### src/rtl/cpu_ctrl_pkg.sv
// Shared definitions for the hardwired control sequencer: opcodes, ALU
// selects, step-state encoding and instruction-class helpers.
package cpu_ctrl_pkg;

  localparam int OPW  = 5;
  localparam int NREG = 16;

  // Opcodes (IR[31:27])
  localparam logic [OPW-1:0] OP_LD   = 5'b00000;
  localparam logic [OPW-1:0] OP_ST   = 5'b00010;
  localparam logic [OPW-1:0] OP_ADD  = 5'b00011;
  localparam logic [OPW-1:0] OP_SUB  = 5'b00100;
  localparam logic [OPW-1:0] OP_SHR  = 5'b00101;
  localparam logic [OPW-1:0] OP_SHL  = 5'b00110;
  localparam logic [OPW-1:0] OP_ROR  = 5'b00111;
  localparam logic [OPW-1:0] OP_ROL  = 5'b01000;
  localparam logic [OPW-1:0] OP_AND  = 5'b01001;
  localparam logic [OPW-1:0] OP_OR   = 5'b01010;
  localparam logic [OPW-1:0] OP_ADDI = 5'b01011;
  localparam logic [OPW-1:0] OP_ANDI = 5'b01100;
  localparam logic [OPW-1:0] OP_ORI  = 5'b01101;
  localparam logic [OPW-1:0] OP_MUL  = 5'b01110;
  localparam logic [OPW-1:0] OP_DIV  = 5'b01111;
  localparam logic [OPW-1:0] OP_NOP  = 5'b11010;
  localparam logic [OPW-1:0] OP_HALT = 5'b11011;

  // ALU function selects share the encoding of the matching R-type opcode
  localparam logic [OPW-1:0] ALU_NONE = 5'b00000;
  localparam logic [OPW-1:0] ALU_ADD  = OP_ADD;
  localparam logic [OPW-1:0] ALU_AND  = OP_AND;
  localparam logic [OPW-1:0] ALU_OR   = OP_OR;

  // Step states; T0..T7 are contiguous so "at or past the last step" is a compare
  typedef enum logic [3:0] {
    ST_RST  = 4'd0,
    ST_T0   = 4'd1,
    ST_T1   = 4'd2,
    ST_T2   = 4'd3,
    ST_T3   = 4'd4,
    ST_T4   = 4'd5,
    ST_T5   = 4'd6,
    ST_T6   = 4'd7,
    ST_T7   = 4'd8,
    ST_HALT = 4'd9
  } step_e;

  typedef enum logic [2:0] {
    CLS_NONE,
    CLS_RTYPE,
    CLS_IMM,
    CLS_MULDIV,
    CLS_LD,
    CLS_ST,
    CLS_HALT
  } op_class_e;

  function automatic op_class_e classify(input logic [OPW-1:0] op);
    case (op)
      OP_LD:                          return CLS_LD;
      OP_ST:                          return CLS_ST;
      OP_ADD, OP_SUB, OP_SHR, OP_SHL,
      OP_ROR, OP_ROL, OP_AND, OP_OR:  return CLS_RTYPE;
      OP_ADDI, OP_ANDI, OP_ORI:       return CLS_IMM;
      OP_MUL, OP_DIV:                 return CLS_MULDIV;
      OP_HALT:                        return CLS_HALT;
      OP_NOP:                         return CLS_NONE;
      default:                        return CLS_NONE;
    endcase
  endfunction

  // Final step of each class; classes without execute steps end at T2
  function automatic step_e last_step(input op_class_e c);
    case (c)
      CLS_RTYPE, CLS_IMM: return ST_T5;
      CLS_MULDIV:         return ST_T6;
      CLS_LD, CLS_ST:     return ST_T7;
      default:            return ST_T2;
    endcase
  endfunction

  function automatic logic [OPW-1:0] imm_alu(input logic [OPW-1:0] op);
    case (op)
      OP_ADDI: return ALU_ADD;
      OP_ANDI: return ALU_AND;
      OP_ORI:  return ALU_OR;
      default: return ALU_NONE;
    endcase
  endfunction

endpackage

### src/rtl/control_sequencer_if.sv
// Control bus between the sequencer (master) and the datapath (slave).
interface control_sequencer_if;
  import cpu_ctrl_pkg::*;

  logic [31:0]      ir;
  logic             stop;
  logic [NREG-1:0]  r_in;
  logic [NREG-1:0]  r_out;
  logic             pc_out, zlow_out, zhigh_out, mdr_out, hi_out, lo_out, c_out, ba_out;
  logic             pc_in, mar_in, mdr_in, ir_in, y_in, zlow_in, zhigh_in, hi_in, lo_in;
  logic             inc_pc, read, write;
  logic [OPW-1:0]   alu_op;
  logic             run;

  modport master (
    input  ir, stop,
    output r_in, r_out,
    output pc_out, zlow_out, zhigh_out, mdr_out, hi_out, lo_out, c_out, ba_out,
    output pc_in, mar_in, mdr_in, ir_in, y_in, zlow_in, zhigh_in, hi_in, lo_in,
    output inc_pc, read, write, alu_op, run
  );

  modport slave (
    output ir, stop,
    input  r_in, r_out,
    input  pc_out, zlow_out, zhigh_out, mdr_out, hi_out, lo_out, c_out, ba_out,
    input  pc_in, mar_in, mdr_in, ir_in, y_in, zlow_in, zhigh_in, hi_in, lo_in,
    input  inc_pc, read, write, alu_op, run
  );
endinterface

### src/rtl/reg_select_encode.sv
// Turns the IR register fields plus the sequencer's field-select strobes
// into one-hot register load/drive vectors (all-zero when not requested).
module reg_select_encode
  import cpu_ctrl_pkg::*;
(
  input  logic [3:0]      ra,
  input  logic [3:0]      rb,
  input  logic [3:0]      rc,
  input  logic            gra,
  input  logic            grb,
  input  logic            grc,
  input  logic            rin,
  input  logic            rout,
  output logic [NREG-1:0] r_in,
  output logic [NREG-1:0] r_out
);

  logic [3:0] sel;

  // The sequencer asserts at most one of gra/grb/grc, so OR-merging is safe
  assign sel = ({4{gra}} & ra) | ({4{grb}} & rb) | ({4{grc}} & rc);

  genvar gi;
  generate
    for (gi = 0; gi < NREG; gi++) begin : g_dec
      assign r_in[gi]  = rin  & (sel == 4'(gi));
      assign r_out[gi] = rout & (sel == 4'(gi));
    end
  endgenerate

endmodule

### src/rtl/control_sequencer.sv
// Hardwired control unit: steps fetch (T0-T2) and execute (T3-T7), decodes
// the IR and drives every datapath strobe as a Moore decode of the step.
module control_sequencer
  import cpu_ctrl_pkg::*;
(
  input  logic                clock,
  input  logic                clear,
  control_sequencer_if.master bus
);

  step_e           state_q, state_d;
  op_class_e       cls;
  logic [OPW-1:0]  op;
  logic [3:0]      ra, rb, rc;
  logic            done;
  logic            gra, grb, grc, rin, rout;
  logic [NREG-1:0] r_in_w, r_out_w;
  logic            unused_imm;

  assign op  = bus.ir[31:27];
  assign ra  = bus.ir[26:23];
  assign rb  = bus.ir[22:19];
  assign rc  = bus.ir[18:15];
  assign cls = classify(op);

  // The constant field is consumed by the datapath, not by control
  assign unused_imm = ^bus.ir[14:0];

  // Step register; clear forces RST immediately so all strobes drop at once
  always_ff @(posedge clock or negedge clear) begin
    if (!clear) state_q <= ST_RST;
    else        state_q <= state_d;
  end

  // Next step: advance one step per clock, return to T0 after the class's
  // last step, and divert any T0 entry to HALT while stop is high
  always_comb begin
    state_d = state_q;
    done    = (state_q >= last_step(cls));
    case (state_q)
      ST_RST:  state_d = ST_T0;
      ST_T0:   state_d = ST_T1;
      ST_T1:   state_d = ST_T2;
      ST_T2:   state_d = (cls == CLS_HALT) ? ST_HALT : (done ? ST_T0 : ST_T3);
      ST_T3:   state_d = done ? ST_T0 : ST_T4;
      ST_T4:   state_d = done ? ST_T0 : ST_T5;
      ST_T5:   state_d = done ? ST_T0 : ST_T6;
      ST_T6:   state_d = done ? ST_T0 : ST_T7;
      ST_T7:   state_d = ST_T0;
      ST_HALT: state_d = ST_HALT;
      default: state_d = ST_RST;
    endcase
    if (state_d == ST_T0 && bus.stop) state_d = ST_HALT;
  end

  // Strobe decode from the current step and instruction class
  always_comb begin
    gra = 1'b0; grb = 1'b0; grc = 1'b0; rin = 1'b0; rout = 1'b0;
    bus.pc_out = 1'b0; bus.zlow_out = 1'b0; bus.zhigh_out = 1'b0; bus.mdr_out = 1'b0;
    bus.hi_out = 1'b0; bus.lo_out = 1'b0; bus.c_out = 1'b0; bus.ba_out = 1'b0;
    bus.pc_in = 1'b0; bus.mar_in = 1'b0; bus.mdr_in = 1'b0; bus.ir_in = 1'b0;
    bus.y_in = 1'b0; bus.zlow_in = 1'b0; bus.zhigh_in = 1'b0; bus.hi_in = 1'b0;
    bus.lo_in = 1'b0; bus.inc_pc = 1'b0; bus.read = 1'b0; bus.write = 1'b0;
    bus.alu_op = ALU_NONE;
    bus.run    = (state_q != ST_RST) && (state_q != ST_HALT);

    case (state_q)
      ST_T0: begin
        bus.pc_out = 1'b1; bus.mar_in = 1'b1; bus.inc_pc = 1'b1; bus.zlow_in = 1'b1;
      end
      ST_T1: begin
        bus.zlow_out = 1'b1; bus.pc_in = 1'b1; bus.read = 1'b1; bus.mdr_in = 1'b1;
      end
      ST_T2: begin
        bus.mdr_out = 1'b1; bus.ir_in = 1'b1;
      end
      ST_T3: begin
        case (cls)
          CLS_RTYPE, CLS_IMM: begin grb = 1'b1; rout = 1'b1; bus.y_in = 1'b1; end
          CLS_MULDIV:         begin gra = 1'b1; rout = 1'b1; bus.y_in = 1'b1; end
          CLS_LD, CLS_ST: begin
            grb = 1'b1; rout = 1'b1; bus.ba_out = 1'b1; bus.y_in = 1'b1;
          end
          default: ;
        endcase
      end
      ST_T4: begin
        case (cls)
          CLS_RTYPE: begin
            grc = 1'b1; rout = 1'b1; bus.alu_op = op; bus.zlow_in = 1'b1;
          end
          CLS_IMM: begin
            bus.c_out = 1'b1; bus.alu_op = imm_alu(op); bus.zlow_in = 1'b1;
          end
          CLS_MULDIV: begin
            grb = 1'b1; rout = 1'b1; bus.alu_op = op;
            bus.zlow_in = 1'b1; bus.zhigh_in = 1'b1;
          end
          CLS_LD, CLS_ST: begin
            bus.c_out = 1'b1; bus.alu_op = ALU_ADD; bus.zlow_in = 1'b1;
          end
          default: ;
        endcase
      end
      ST_T5: begin
        case (cls)
          CLS_RTYPE, CLS_IMM: begin bus.zlow_out = 1'b1; gra = 1'b1; rin = 1'b1; end
          CLS_MULDIV:         begin bus.zlow_out = 1'b1; bus.lo_in = 1'b1; end
          CLS_LD, CLS_ST:     begin bus.zlow_out = 1'b1; bus.mar_in = 1'b1; end
          default: ;
        endcase
      end
      ST_T6: begin
        case (cls)
          CLS_MULDIV: begin bus.zhigh_out = 1'b1; bus.hi_in = 1'b1; end
          CLS_LD:     begin bus.read = 1'b1; bus.mdr_in = 1'b1; end
          CLS_ST:     begin gra = 1'b1; rout = 1'b1; bus.mdr_in = 1'b1; end
          default: ;
        endcase
      end
      ST_T7: begin
        case (cls)
          CLS_LD:  begin bus.mdr_out = 1'b1; gra = 1'b1; rin = 1'b1; end
          CLS_ST:  bus.write = 1'b1;
          default: ;
        endcase
      end
      default: ;
    endcase
  end

  reg_select_encode u_reg_sel (
    .ra    (ra),
    .rb    (rb),
    .rc    (rc),
    .gra   (gra),
    .grb   (grb),
    .grc   (grc),
    .rin   (rin),
    .rout  (rout),
    .r_in  (r_in_w),
    .r_out (r_out_w)
  );

  assign bus.r_in  = r_in_w;
  assign bus.r_out = r_out_w;

endmodule

### src/flat_wrapper.sv
// flat-port wrapper written by rule: the top's interface ports become plain ports
module control_sequencer_flat import cpu_ctrl_pkg::*;
  (clock, clear, bus_ir, bus_stop, bus_r_in, bus_r_out, bus_pc_out, bus_zlow_out, bus_zhigh_out, bus_mdr_out, bus_hi_out, bus_lo_out, bus_c_out, bus_ba_out, bus_pc_in, bus_mar_in, bus_mdr_in, bus_ir_in, bus_y_in, bus_zlow_in, bus_zhigh_in, bus_hi_in, bus_lo_in, bus_inc_pc, bus_read, bus_write, bus_alu_op, bus_run);
  control_sequencer_if bus_i ();
  input  logic clock;
  input  logic clear;
  input wire logic [$bits(bus_i.ir)-1:0] bus_ir;
  input wire logic [$bits(bus_i.stop)-1:0] bus_stop;
  output wire logic [$bits(bus_i.r_in)-1:0] bus_r_in;
  output wire logic [$bits(bus_i.r_out)-1:0] bus_r_out;
  output wire logic [$bits(bus_i.pc_out)-1:0] bus_pc_out;
  output wire logic [$bits(bus_i.zlow_out)-1:0] bus_zlow_out;
  output wire logic [$bits(bus_i.zhigh_out)-1:0] bus_zhigh_out;
  output wire logic [$bits(bus_i.mdr_out)-1:0] bus_mdr_out;
  output wire logic [$bits(bus_i.hi_out)-1:0] bus_hi_out;
  output wire logic [$bits(bus_i.lo_out)-1:0] bus_lo_out;
  output wire logic [$bits(bus_i.c_out)-1:0] bus_c_out;
  output wire logic [$bits(bus_i.ba_out)-1:0] bus_ba_out;
  output wire logic [$bits(bus_i.pc_in)-1:0] bus_pc_in;
  output wire logic [$bits(bus_i.mar_in)-1:0] bus_mar_in;
  output wire logic [$bits(bus_i.mdr_in)-1:0] bus_mdr_in;
  output wire logic [$bits(bus_i.ir_in)-1:0] bus_ir_in;
  output wire logic [$bits(bus_i.y_in)-1:0] bus_y_in;
  output wire logic [$bits(bus_i.zlow_in)-1:0] bus_zlow_in;
  output wire logic [$bits(bus_i.zhigh_in)-1:0] bus_zhigh_in;
  output wire logic [$bits(bus_i.hi_in)-1:0] bus_hi_in;
  output wire logic [$bits(bus_i.lo_in)-1:0] bus_lo_in;
  output wire logic [$bits(bus_i.inc_pc)-1:0] bus_inc_pc;
  output wire logic [$bits(bus_i.read)-1:0] bus_read;
  output wire logic [$bits(bus_i.write)-1:0] bus_write;
  output wire logic [$bits(bus_i.alu_op)-1:0] bus_alu_op;
  output wire logic [$bits(bus_i.run)-1:0] bus_run;
  assign bus_i.ir = bus_ir;
  assign bus_i.stop = bus_stop;
  assign bus_r_in = bus_i.r_in;
  assign bus_r_out = bus_i.r_out;
  assign bus_pc_out = bus_i.pc_out;
  assign bus_zlow_out = bus_i.zlow_out;
  assign bus_zhigh_out = bus_i.zhigh_out;
  assign bus_mdr_out = bus_i.mdr_out;
  assign bus_hi_out = bus_i.hi_out;
  assign bus_lo_out = bus_i.lo_out;
  assign bus_c_out = bus_i.c_out;
  assign bus_ba_out = bus_i.ba_out;
  assign bus_pc_in = bus_i.pc_in;
  assign bus_mar_in = bus_i.mar_in;
  assign bus_mdr_in = bus_i.mdr_in;
  assign bus_ir_in = bus_i.ir_in;
  assign bus_y_in = bus_i.y_in;
  assign bus_zlow_in = bus_i.zlow_in;
  assign bus_zhigh_in = bus_i.zhigh_in;
  assign bus_hi_in = bus_i.hi_in;
  assign bus_lo_in = bus_i.lo_in;
  assign bus_inc_pc = bus_i.inc_pc;
  assign bus_read = bus_i.read;
  assign bus_write = bus_i.write;
  assign bus_alu_op = bus_i.alu_op;
  assign bus_run = bus_i.run;
  control_sequencer u_core (.clock(clock), .clear(clear), .bus(bus_i));
endmodule
### config.mk
export PLATFORM = sky130hd
export DESIGN_NAME = control_sequencer_flat
export DESIGN_NICKNAME = d
export VERILOG_FILES = /design/src/rtl/cpu_ctrl_pkg.sv /design/src/rtl/control_sequencer_if.sv /design/src/rtl/reg_select_encode.sv /design/src/rtl/control_sequencer.sv /design/src/flat_wrapper.sv
export SDC_FILE = /design/constraint.sdc
export NUM_CORES = 1
export LEC_CHECK = 0
export ABC_AREA = 1
export ABC_CLOCK_PERIOD_IN_PS = 7800
export CORE_MARGIN = 2
export CORE_UTILIZATION = 30
export CTS_BUF_LIST = sky130_fd_sc_hd__clkbuf_2
export DETAILED_ROUTE_END_ITERATION = 6
export PLACE_DENSITY = 0.73
export SYNTH_ARGS = -nofsm -noshare
export SYNTH_HDL_FRONTEND = slang
export SYNTH_SLANG_ARGS = --single-unit
### constraint.sdc
create_clock -name clock -period 7.8 [get_ports clock]
set_input_delay 2.34 -clock clock [delete_from_list [all_inputs] [get_ports clock]]
set_output_delay 2.34 -clock clock [all_outputs]
set_load 0.02 [all_outputs]
==> results of run 1 <==
==> cell type report <==
class                      instances  share of cell area (%)
inverter                          41                    7.63
multi-input combinational        192                    46.1
clock buffer                       3                   0.744
sequential                         4                    4.96
timing repair buffer              76                    37.5
tap                               50                    3.10
==> where the power goes <==
part           switching [W]  total (W)  internal, W  leakage (nW)
registers          0.0000112  0.0000409    0.0000297        0.0502
clock network     0.00000778  0.0000181    0.0000103        0.0125
logic               0.000145   0.000241    0.0000967         0.840
==> kinds of logic (layout without fill, tap and decap cells) <==
| group | after synthesis | in the layout |
|---|---|---|
| and+or+nand+nor | 162 | 162 |
| AOI/OAI and AO/OA | 23 | 23 |
| buffers and inverters | 48 | 120 |
| adders and majority gates | 4 | 4 |
| other | 1 | 3 |
| DFF | 4 | 4 |
==> stage by stage <==
step	total power (W)	instances	worst slack [ps]
global placement	0.000280	363	282
global route	0.000333	366	100
CTS	0.000301	366	278
finish	0.000300	366	308
detailed placement	0.000280	363	285
floorplan	0.000191	244	1540
==> layer usage <==
metal	part of all wire [%]	wire, um
met3	6.6	281
met1	44	1890
met2	49	2060
met5	0	0
met4	0.49	21
==> worst max-delay path, delay by kind of cell <==
family	cells	cell delay [ps]
buffers and inverters	4	1350
and+or+nand+nor	7	1450
==> placed cells by master, fill, tap and decap left out, types with 2 or more instances in the layout <==
master           instances
nand3_1                 10
nor2_1                  55
a21oi_1                 10
nand4_1                  4
buf_4                    2
ha_1                     4
inv_2                    8
o21ai_0                  5
dfrtp_1                  4
clkdlybuf4s50_1         74
nand2_2                 11
nor2_2                   9
clkbuf_2                 3
conb_1                   3
inv_1                   33
a31oi_1                  3
nand3_2                  3
nor3_1                   8
nand2_1                 59
==> cells in the mapped netlist <==
cell / count
o21ai_0: 5
dfrtp_1: 4
o211ai_1: 1
a41oi_1: 1
nor3_1: 8
ha_1: 4
a21boi_1: 1
a21oi_1: 10
inv_2: 8
nor2_1: 55
o21a_1: 1
o21bai_1: 1
nand3_1: 10
nor3_2: 1
nor4_1: 1
conb_1: 1
nand2_2: 11
nor2_2: 9
buf_2: 1
inv_1: 33
buf_4: 6
a31oi_1: 3
nand2_1: 59
nand4_1: 4
nand3_2: 3
nand3_4: 1
==> worst paths after layout <==
| path | end | slack (ps) | startpoint |
|---|---|---|---|
| max reg2reg | u_core.state_q[3] | 5960 | u_core.state_q[1] |
| min in group asynchronous | u_core.state_q[0] | 2340 | clear |
| min reg2reg | u_core.state_q[2] | 680 | u_core.state_q[0] |
| min | u_core.state_q[2] | 680 | u_core.state_q[0] |
| max in group asynchronous | u_core.state_q[2] | 5300 | clear |
| max | bus_r_out[1] | 310 | bus_ir[30] |
==> metrics.md, run 1 <==
| Metric | Value |
|---|---|
| Average cell area after synthesis | 5.05 um^2 |
| Critical path startpoint category | input pin |
| GR Util All Layers | 18.1% |
| Register area | 100 um^2 |
| Total core area | 3970 um^2 |
| GRT Max-Usage Layer | met2 |
| Largest family of logic cells by synthesized area | simple AND/OR/NAND/NOR gates |
| Critical-path maximum fanout | 16 |
| Crit path DAT | 5150 ps |
| Max-cap violation count | 0 |
| Row count | 23 |
| CTS tree | yes |
| GRT met2 Usage | 31.0% |
| RSZ-0062 raised after global routing | false |
| Placer congestion estimate | 0.908 |
| Worst-margin pin slew | 920 ps |
| Die width | 67.8 um |
| Antenna diode count | 0 |
| CP endpoint kind | output pin |
| Post-DR vias/cell | 4.77 |
| Post-synthesis adder-cell area fraction | 4.09% |
| XOR/XNOR Fraction of Synth Area | 0% |
| Setup TNS | 0 ps |
| Nets | 357 |
| CTS root buffer | clkbuf_2 |
| Simple-Gate Fraction of Synth Area | 59.9% |
| Share of layout cells above drive strength 1 | 12.3% |
| Synth Instances | 242 |
| Worst reg2reg path depth | 9 |
| I/O Buffers | 74 |
| Resize count post-CTS | 0 |
| #FFs+latches synth | 4 |
| Mapped cell area | 1220 um^2 |
| DRT Wirelength | 4250 um |
| Drt wl/cell | 11.6 um |
| Die Height | 67.8 um |
| Top reg by flops | u_core.state_q |
| Area growth, synth to finish | 65.0% |
| Post CTS Setup Buffer Count | 0 |
| Post-Route Skew | 2.89 ps |
| Post-DP HPWL | 3520 um |
| Remaining global-route overflow | 0 |
| Min-Delay Path Class | reg2reg |
| # setup viols final | 0 |
| Multi-input gate area | 930 um^2 |
| Power Density | 149 nW/um^2 |
| CTS clock-pin slew for the worst setup and hold paths | 40 ps |
| Residual DRC | 0 |
| GR Layer Usage met3 | 1.64% |
| Post-synthesis sequential area ratio | 8.19% |
| Area leader, netlist | nand2_1 |
| Synth area leaders | nand2_1, nor2_1, inv_1 |
| Critical path cell sequence | clkdlybuf4s50_1 > inv_2 > nor2_2 > nand2_2 > nand2_1 > nand2_2 > nand4_1 > inv_1 > nor3_2 > nor2_1 > clkdlybuf4s50_1 |
| Via count | 1747 |
| Die area | 4600 um^2 |
| Clock sink count | 4 |
| Ys Warns | 0 |
| Largest net degree at the start of global routing | 17 |
| Number of flip-flops in the largest register | 4 |
| Critical Path Max Stage Delay | 770 ps |
| Deepest clock path buffer count | 2 |
| Vias in the first global route | 1528 |
| Mux cell area share after synthesis | 0% |
| Run status | complete, no violations |
| Initial antenna violation count | 0 |
| Regs by FF count | u_core.state_q: 4 flops |
| CP required | 5460 ps |
| Final Hold Viols | 0 |
| Post-DP Area | 2000 um^2 |
| Worst Setup Path Type | in2out |
| Final period demand of the worst path | 7490 ps |
| H-tree levels | 1 |
| Maximum VDD drop | 0.000172 V |
| 1st-iter DRT viols | 91 |
| Final instance area | 2020 um^2 |
| Initial Utilization | 30.8% |
| CTS Buf Count | 3 |
| Fmax | 0.133 GHz |
| Final Max Slew Viols | 0 |
| Yosys top cell area share | 18.1% |
| Post-DRT Antenna Nets | 0 |
| Leak Pwr | 0.903 nW |
| Fin util | 50.8% |
| Post-synthesis compound-gate area fraction | 10.8% |
| IO Pins | 93 |
| Grt met1 use | 23.8% |
| First-pass detailed-route iteration total | 4 |
| Worst slew margin | 38.3% |
| Hold Path Cell Cnt | 3 |
| Number of fill cells in the layout | 428 |
| Hold slack | 675 ps |
| Fin crit share | 96.1% |
| Crit-path slowest cell | nor3_2 |
| Global-route wire length before repair | 6590 um |
| Cell variety after synth | 26 |
| Cts hold-fix bufs | 0 |
| Clk_lat worst skew | 200 ps |
No activity file was read; power rests on OpenSTA's default activity.
==> run 2, diff against run 1 <==
GPL_TIMING_DRIVEN = 0   (was default)
==> run 2 against run 1 <==
- combinational power up 3%
- critical endpoint is now bus_r_out[14]
- highest routed layer unchanged
- critical path type unchanged
- utilization is 0.79 points higher
- critical path depth grew 3
==> metrics.md, run 2 (synthesis gave the netlist of run 1 again) <==
| Metric | Value |
|---|---|
| CTS clock-pin slew for the worst setup and hold paths | 40 ps (about the same) |
| Cts hold-fix bufs | 0 (unchanged) |
| Final period demand of the worst path | 7380 ps (was 7490 ps) |
| H-tree levels | 1 (unchanged) |
| Most frequent cells in the layout | clkdlybuf4s50_1, nand2_1, nor2_1 (unchanged) |
| Residual DRC | 0 (unchanged) |
| Post CTS Setup Buffer Count | 0 (unchanged) |
| Vias in the first global route | 1449 (was 1528) |
| CTS Buf Count | 3 (unchanged) |
| CTS root buffer | clkbuf_2 (unchanged) |
| Remaining global-route overflow | 0 (unchanged) |
| # setup viols final | 0 (unchanged) |
| Nets | 362 (was 357) |
| CP endpoint kind | output pin (unchanged) |
| Most common cell after layout, fill and taps aside | clkdlybuf4s50_1 (unchanged) |
| CP required | 5460 ps (about the same) |
| Share of layout cells above drive strength 1 | 13.4% (was 12.3%) |
| Fin util | 51.6% (was 50.8%) |
| Fin crit share | 94.7% (was 96.1%) |
| Initial Utilization | 30.8% (unchanged) |
| Critical path startpoint category | input pin (unchanged) |
| Regs by FF count | u_core.state_q: 4 flops (unchanged) |
| Worst slew margin | 66.8% (was 38.3%) |
| Final Hold Viols | 0 (unchanged) |
| Clk_lat worst skew | 210 ps (was 200 ps) |
| Post-DRT Antenna Nets | 0 (unchanged) |
| Design Power | 0.000308 W (was 0.000300 W) |
| Antenna diode count | 0 (unchanged) |
| Drt wl/cell | 11.3 um (was 11.6 um) |
| Post-DP HPWL | 3540 um (was 3520 um) |
| Fmax | 0.135 GHz (was 0.133 GHz) |
| Die Height | 67.8 um (unchanged) |
| I/O Buffers | 74 (unchanged) |
| Clock sink count | 4 (unchanged) |
| Number of fill cells in the layout | 424 (was 428) |
| DRT Wirelength | 4210 um (was 4250 um) |
| Setup TNS | 0 ps (unchanged) |
| Row count | 23 (unchanged) |
| Worst Setup Path Type | in2out (unchanged) |
| Crit path DAT | 5040 ps (was 5150 ps) |
| Critical-path maximum fanout | 6 (was 16) |
| Post-Route Skew | 9.18 ps (was 2.89 ps) |
| Max-cap violation count | 0 (unchanged) |
| Global-route wire length before repair | 6320 um (was 6590 um) |
| 1st-iter DRT viols | 90 (was 91) |
| CTS tree | yes (unchanged) |
| Post-DR vias/cell | 4.68 (was 4.77) |
| Total core area | 3970 um^2 (unchanged) |
| Leak Pwr | 0.926 nW (was 0.903 nW) |
| First-pass detailed-route iteration total | 4 (unchanged) |
| Number of flip-flops in the largest register | 4 (unchanged) |
| Resize count post-CTS | 0 (unchanged) |
| GR Util All Layers | 17.5% (was 18.1%) |
| Deepest clock path buffer count | 2 (unchanged) |
| Area growth, synth to finish | 67.6% (was 65.0%) |
| Worst-margin pin slew | 491 ps (was 920 ps) |
| Via count | 1735 (was 1747) |
| Power Density | 150 nW/um^2 (was 149 nW/um^2) |
| IO Pins | 93 (unchanged) |
| Run status | complete, no violations (unchanged) |
| Die area | 4600 um^2 (unchanged) |
| Top reg by flops | u_core.state_q (unchanged) |
| Maximum VDD drop | 0.000172 V (about the same) |
| Min-Delay Path Class | reg2reg (unchanged) |
| Final instance area | 2050 um^2 (was 2020 um^2) |
| RSZ-0062 raised after global routing | false (unchanged) |
| Die width | 67.8 um (unchanged) |
| Placer congestion estimate | 0.936 (was 0.908) |
| Largest net degree at the start of global routing | 11 (was 17) |
| Initial antenna violation count | 0 (unchanged) |
| Post-DP Area | 2030 um^2 (was 2000 um^2) |
| Final Max Slew Viols | 0 (unchanged) |
run 2: path summary, 6_finish.rpt:
path                       slack, ps  cells after the start              start           endpoint
hold / removal                   690                      3  u_core.state_q[0]  u_core.state_q[2]
min in group asynchronous       2330                      1              clear  u_core.state_q[1]
setup reg to reg                6000                      9  u_core.state_q[1]  u_core.state_q[3]
hold reg to reg                  690                      3  u_core.state_q[0]  u_core.state_q[2]
setup / recovery                 420                     14         bus_ir[28]      bus_r_out[14]
max in group asynchronous       5300                      1              clear  u_core.state_q[2]
run 2: final cells by class:
cell class,count,area (um^2),share of cell area (%)
multi-input cells,192,926,45.2
plain buffers,7,50.0,2.44
flip-flops and latches,4,100,4.89
inverters,41,154,7.51
clock buffers,3,15.0,0.733
repair buffers,74,741,36.2
well taps,50,62.6,3.05
run 2: power by group:
| part | total (W) | internal, W | switching (W) |
|---|---|---|---|
| registers | 0.0000412 | 0.0000297 | 0.0000115 |
| clock network | 0.0000190 | 0.0000103 | 0.00000866 |
| logic | 0.000248 | 0.000101 | 0.000146 |
| total | 0.000308 | 0.000141 | 0.000166 |
run 2: per-layer routing:
layer  GRT usage, %  up-vias  wire length, um
li1               -      908                -
met1           23.4      772             1890
met2           28.9       53             2040
met3           2.14        2              254
met4           6.00        0               17
met5              0        -                0
run 2: stage by stage:
stage	hold slack (ps)	setup slack, ps	std cells
2_1_floorplan	617	1540	244
3_3_place_gp	658	451	368
3_5_place_dp	674	427	368
4_1_cts	685	418	371
5_1_grt	722	51.9	371
6_report	688	417	371
run 2: critical path, stage by stage:
cell,delay [ps]
clkdlybuf4s50_1,550
inv_1,110
a41oi_1,470
nand3_1,170
nand2_2,160
nand2_1,70
nand2_1,80
inv_1,50
nand2_2,100
nand2_2,80
inv_2,70
nand2_1,60
nor2_1,100
clkdlybuf4s50_1,620
==> run 3, diff against run 2 <==
ABC_CLOCK_PERIOD_IN_PS = 6760   (was 7800)
PLACE_DENSITY = 0.76   (was 0.73)
clock period = 6.76 ns   (was 7.8 ns; I/O delays follow)
==> run 3 against run 2 <==
- final cell count unchanged
- non-clock buffer count did not move
- routed wire length up 2.0%
- via count up 1.3%
- global-route usage rose by 0.83 points
- first-iteration DRC count shrank 50%
==> metrics.md, run 3 (synthesis gave the netlist of run 1 again) <==
| Metric | Value |
|---|---|
| Run status | complete, no violations (unchanged) |
| Final period demand of the worst path | 6370 ps |
| Critical-path maximum fanout | 10 (was 6) |
| Via count | 1757 (was 1735) |
| CTS Buf Count | 3 (unchanged) |
| CTS clock-pin slew for the worst setup and hold paths | 50 ps (was 40 ps) |
| Sw power | 0.000192 W (was 0.000166 W) |
| Worst Setup Path Type | in2out (unchanged) |
| # setup viols final | 0 (unchanged) |
| Global-route wire length before repair | 6640 um (was 6320 um) |
| I/O Buffers | 74 (unchanged) |
| CTS root buffer | clkbuf_2 (unchanged) |
| Final Max Slew Viols | 0 (unchanged) |
| GR Util All Layers | 18.3% (was 17.5%) |
| Fmax | 0.157 GHz |
| Hold Path Cell Cnt | 3 (unchanged) |
| R2R setup slack | 4880 ps (was 6000 ps) |
| Resize count post-CTS | 0 (unchanged) |
| Maximum VDD drop | 0.000199 V (was 0.000172 V) |
| Worst reg2reg path depth | 9 (unchanged) |
| Clock share of power | 6.1% (was 6.2%) |
| CTS tree | yes (unchanged) |
| RSZ-0062 raised after global routing | false (unchanged) |
| Power Density | 166 nW/um^2 (was 150 nW/um^2) |
| Nets | 362 (unchanged) |
| Fin util | 53.8% (was 51.6%) |
| Drt wl/cell | 11.6 um (was 11.3 um) |
| Post-DRT Antenna Nets | 0 (unchanged) |
| CP required | 4730 ps (was 5460 ps) |
| Area growth, synth to finish | 74.7% (was 67.6%) |
| IO Pins | 93 (unchanged) |
| Fin crit share | 94.2% |
| Share of layout cells above drive strength 1 | 13.7% (was 13.4%) |
| Post CTS Setup Buffer Count | 0 (unchanged) |
| Largest net degree at the start of global routing | 11 (unchanged) |
| Number of flip-flops in the largest register | 4 (unchanged) |
| Critical path cell sequence | clkdlybuf4s50_1 > inv_1 > nand2_1 > nand3_1 > nand3_2 > nand3_1 > a21boi_1 > buf_2 > nor2_1 > dlymetal6s2s_1 (was clkdlybuf4s50_1 > inv_1 > a41oi_1 > nand3_1 > nand2_2 > nand2_1 > nand2_1 > inv_1 > nand2_2 > nand2_2 > inv_2 > nand2_1 > nor2_1 > clkdlybuf4s50_1) |
| CP endpoint kind | output pin (unchanged) |
| Top reg by flops | u_core.state_q (unchanged) |
| Regs by FF count | u_core.state_q: 4 flops (unchanged) |
| DRT Wirelength | 4290 um (was 4210 um) |
| Leak Pwr | 1.53 nW (was 0.926 nW) |
| Min-Delay Path Class | reg2reg (unchanged) |
| Deepest clock path buffer count | 2 (unchanged) |
| Worst hold start | u_core.state_q[0] (unchanged) |
| Family with the most delay on the worst path | buffers and inverters (unchanged) |
| Antenna diode count | 0 (unchanged) |
| Initial Utilization | 30.8% (unchanged) |
| Final Hold Viols | 0 (unchanged) |
| Levels on crit path | 10 (was 14) |
| Die area | 4600 um^2 (unchanged) |
| Initial antenna violation count | 0 (unchanged) |
| First-pass detailed-route iteration total | 4 (unchanged) |
| Crit path DAT | 4340 ps (was 5040 ps) |
| Most common cell after layout, fill and taps aside | nand2_1 (was clkdlybuf4s50_1) |
| Layout Cells excl Fill | 371 (unchanged) |
| Setup TNS | 0 ps (unchanged) |
| Worst Setup EP | bus_r_in[7] (was bus_r_out[14]) |
| Sw frac | 54.1% (about the same) |
| Post-Route Skew | 9.65 ps (was 9.18 ps) |
| 1st-iter DRT viols | 45 (was 90) |
| Critical path startpoint category | input pin (unchanged) |
| Total core area | 3970 um^2 (unchanged) |
| Max-cap violation count | 0 (unchanged) |
| Critical Path Max Stage Delay | 520 ps (was 620 ps) |
| Post-DR vias/cell | 4.74 (was 4.68) |
| Cells after DPL | 368 (unchanged) |
| Die Height | 67.8 um (unchanged) |
| Worst setup path start | bus_ir[29] (was bus_ir[28]) |
| Worst-margin pin slew | 500 ps (was 491 ps) |
| Clock sink count | 4 (unchanged) |
| Design Power | 0.000356 W (was 0.000308 W) |
| Die width | 67.8 um (unchanged) |
| Remaining global-route overflow | 0 (unchanged) |
| Worst slew margin | 66.6% (was 66.8%) |
| Hold slack | 683 ps (was 688 ps) |
| Row count | 23 (unchanged) |
| Clk_lat worst skew | 210 ps (about the same) |
| Comb pwr share | 80.7% (was 80.4%) |
| Buffers & Inverters on Critical Path | 4 (was 5) |
| Vias in the first global route | 1575 (was 1449) |
| R2R Path End | u_core.state_q[3] (unchanged) |
| Post-DP HPWL | 3490 um (was 3540 um) |
| P_int | 0.000163 W (was 0.000141 W) |
| Residual DRC | 0 (unchanged) |
| Cts hold-fix bufs | 0 (unchanged) |
| H-tree levels | 1 (unchanged) |
| Most used cell, CP | nand3_1 |
| Number of fill cells in the layout | 405 (was 424) |
| R2r startpoint | u_core.state_q[1] (unchanged) |
| Placer congestion estimate | 0.912 (was 0.936) |
| Crit-path slowest cell | clkdlybuf4s50_1 (unchanged) |
| Sequential share of power | 13.2% (was 13.4%) |
| Most frequent cells in the layout | nand2_1, nor2_1, clkdlybuf4s50_1 (was clkdlybuf4s50_1, nand2_1, nor2_1) |
## run 3: changes by cell type in the layout (fill, tap and decap cells not counted), sizes merged
cell and delta:
clkdlybuf4s50 -32, dlymetal6s2s +32
## run 3: how the worst min path moves through the flow
stage / endpoint / slack, ps
after global routing: u_core.state_q[2] / 710
after global placement: u_core.state_q[0] / 670
after detailed placement: u_core.state_q[2] / 680
after floorplan: u_core.state_q[0] / 620
final: u_core.state_q[2] / 680
after CTS: u_core.state_q[2] / 690
## run 3: final cells by class
type | count | area (um^2) | share of cell area, %
multi-input cells | 192 | 933 | 43.7
plain buffers | 7 | 50.0 | 2.34
clock buffers | 3 | 15.0 | 0.703
flip-flops and latches | 4 | 100 | 4.69
inverters | 41 | 154 | 7.21
repair buffers | 74 | 821 | 38.4
well taps | 50 | 62.6 | 2.93
## run 3: metal layers
metal	track usage (%)	part of all wire, %	up-vias
li1	-	-	905
met4	4.75	0.68	0
met2	32.0	49	70
met5	0	0	-
met1	23.3	44	778
met3	2.96	7.0	4
## run 3: through the flow
step                      area [um^2]  worst slack (ps)
after global placement           2030              61.5
after CTS                        2050              48.1
after detailed placement         2030              57.3
after global routing             2140               150
final                            2140               395
after floorplan                  1230              1130
## run 3: tightest hold or removal path, stage by stage (launching register included)
cell     delay, ps
dfrtp_1        390
nand2_1        110
a21oi_1         80
inv_1           70
## run 3: power by group through the flow
stage	Clock, W	Sequential, W	Combinational [W]
after floorplan	0	0.0000439	0.000176
after global placement	0	0.0000472	0.000282
after detailed placement	0	0.0000470	0.000285
after CTS	0.0000226	0.0000468	0.000287
after global routing	0.0000251	0.0000486	0.000319
final	0.0000216	0.0000469	0.000287
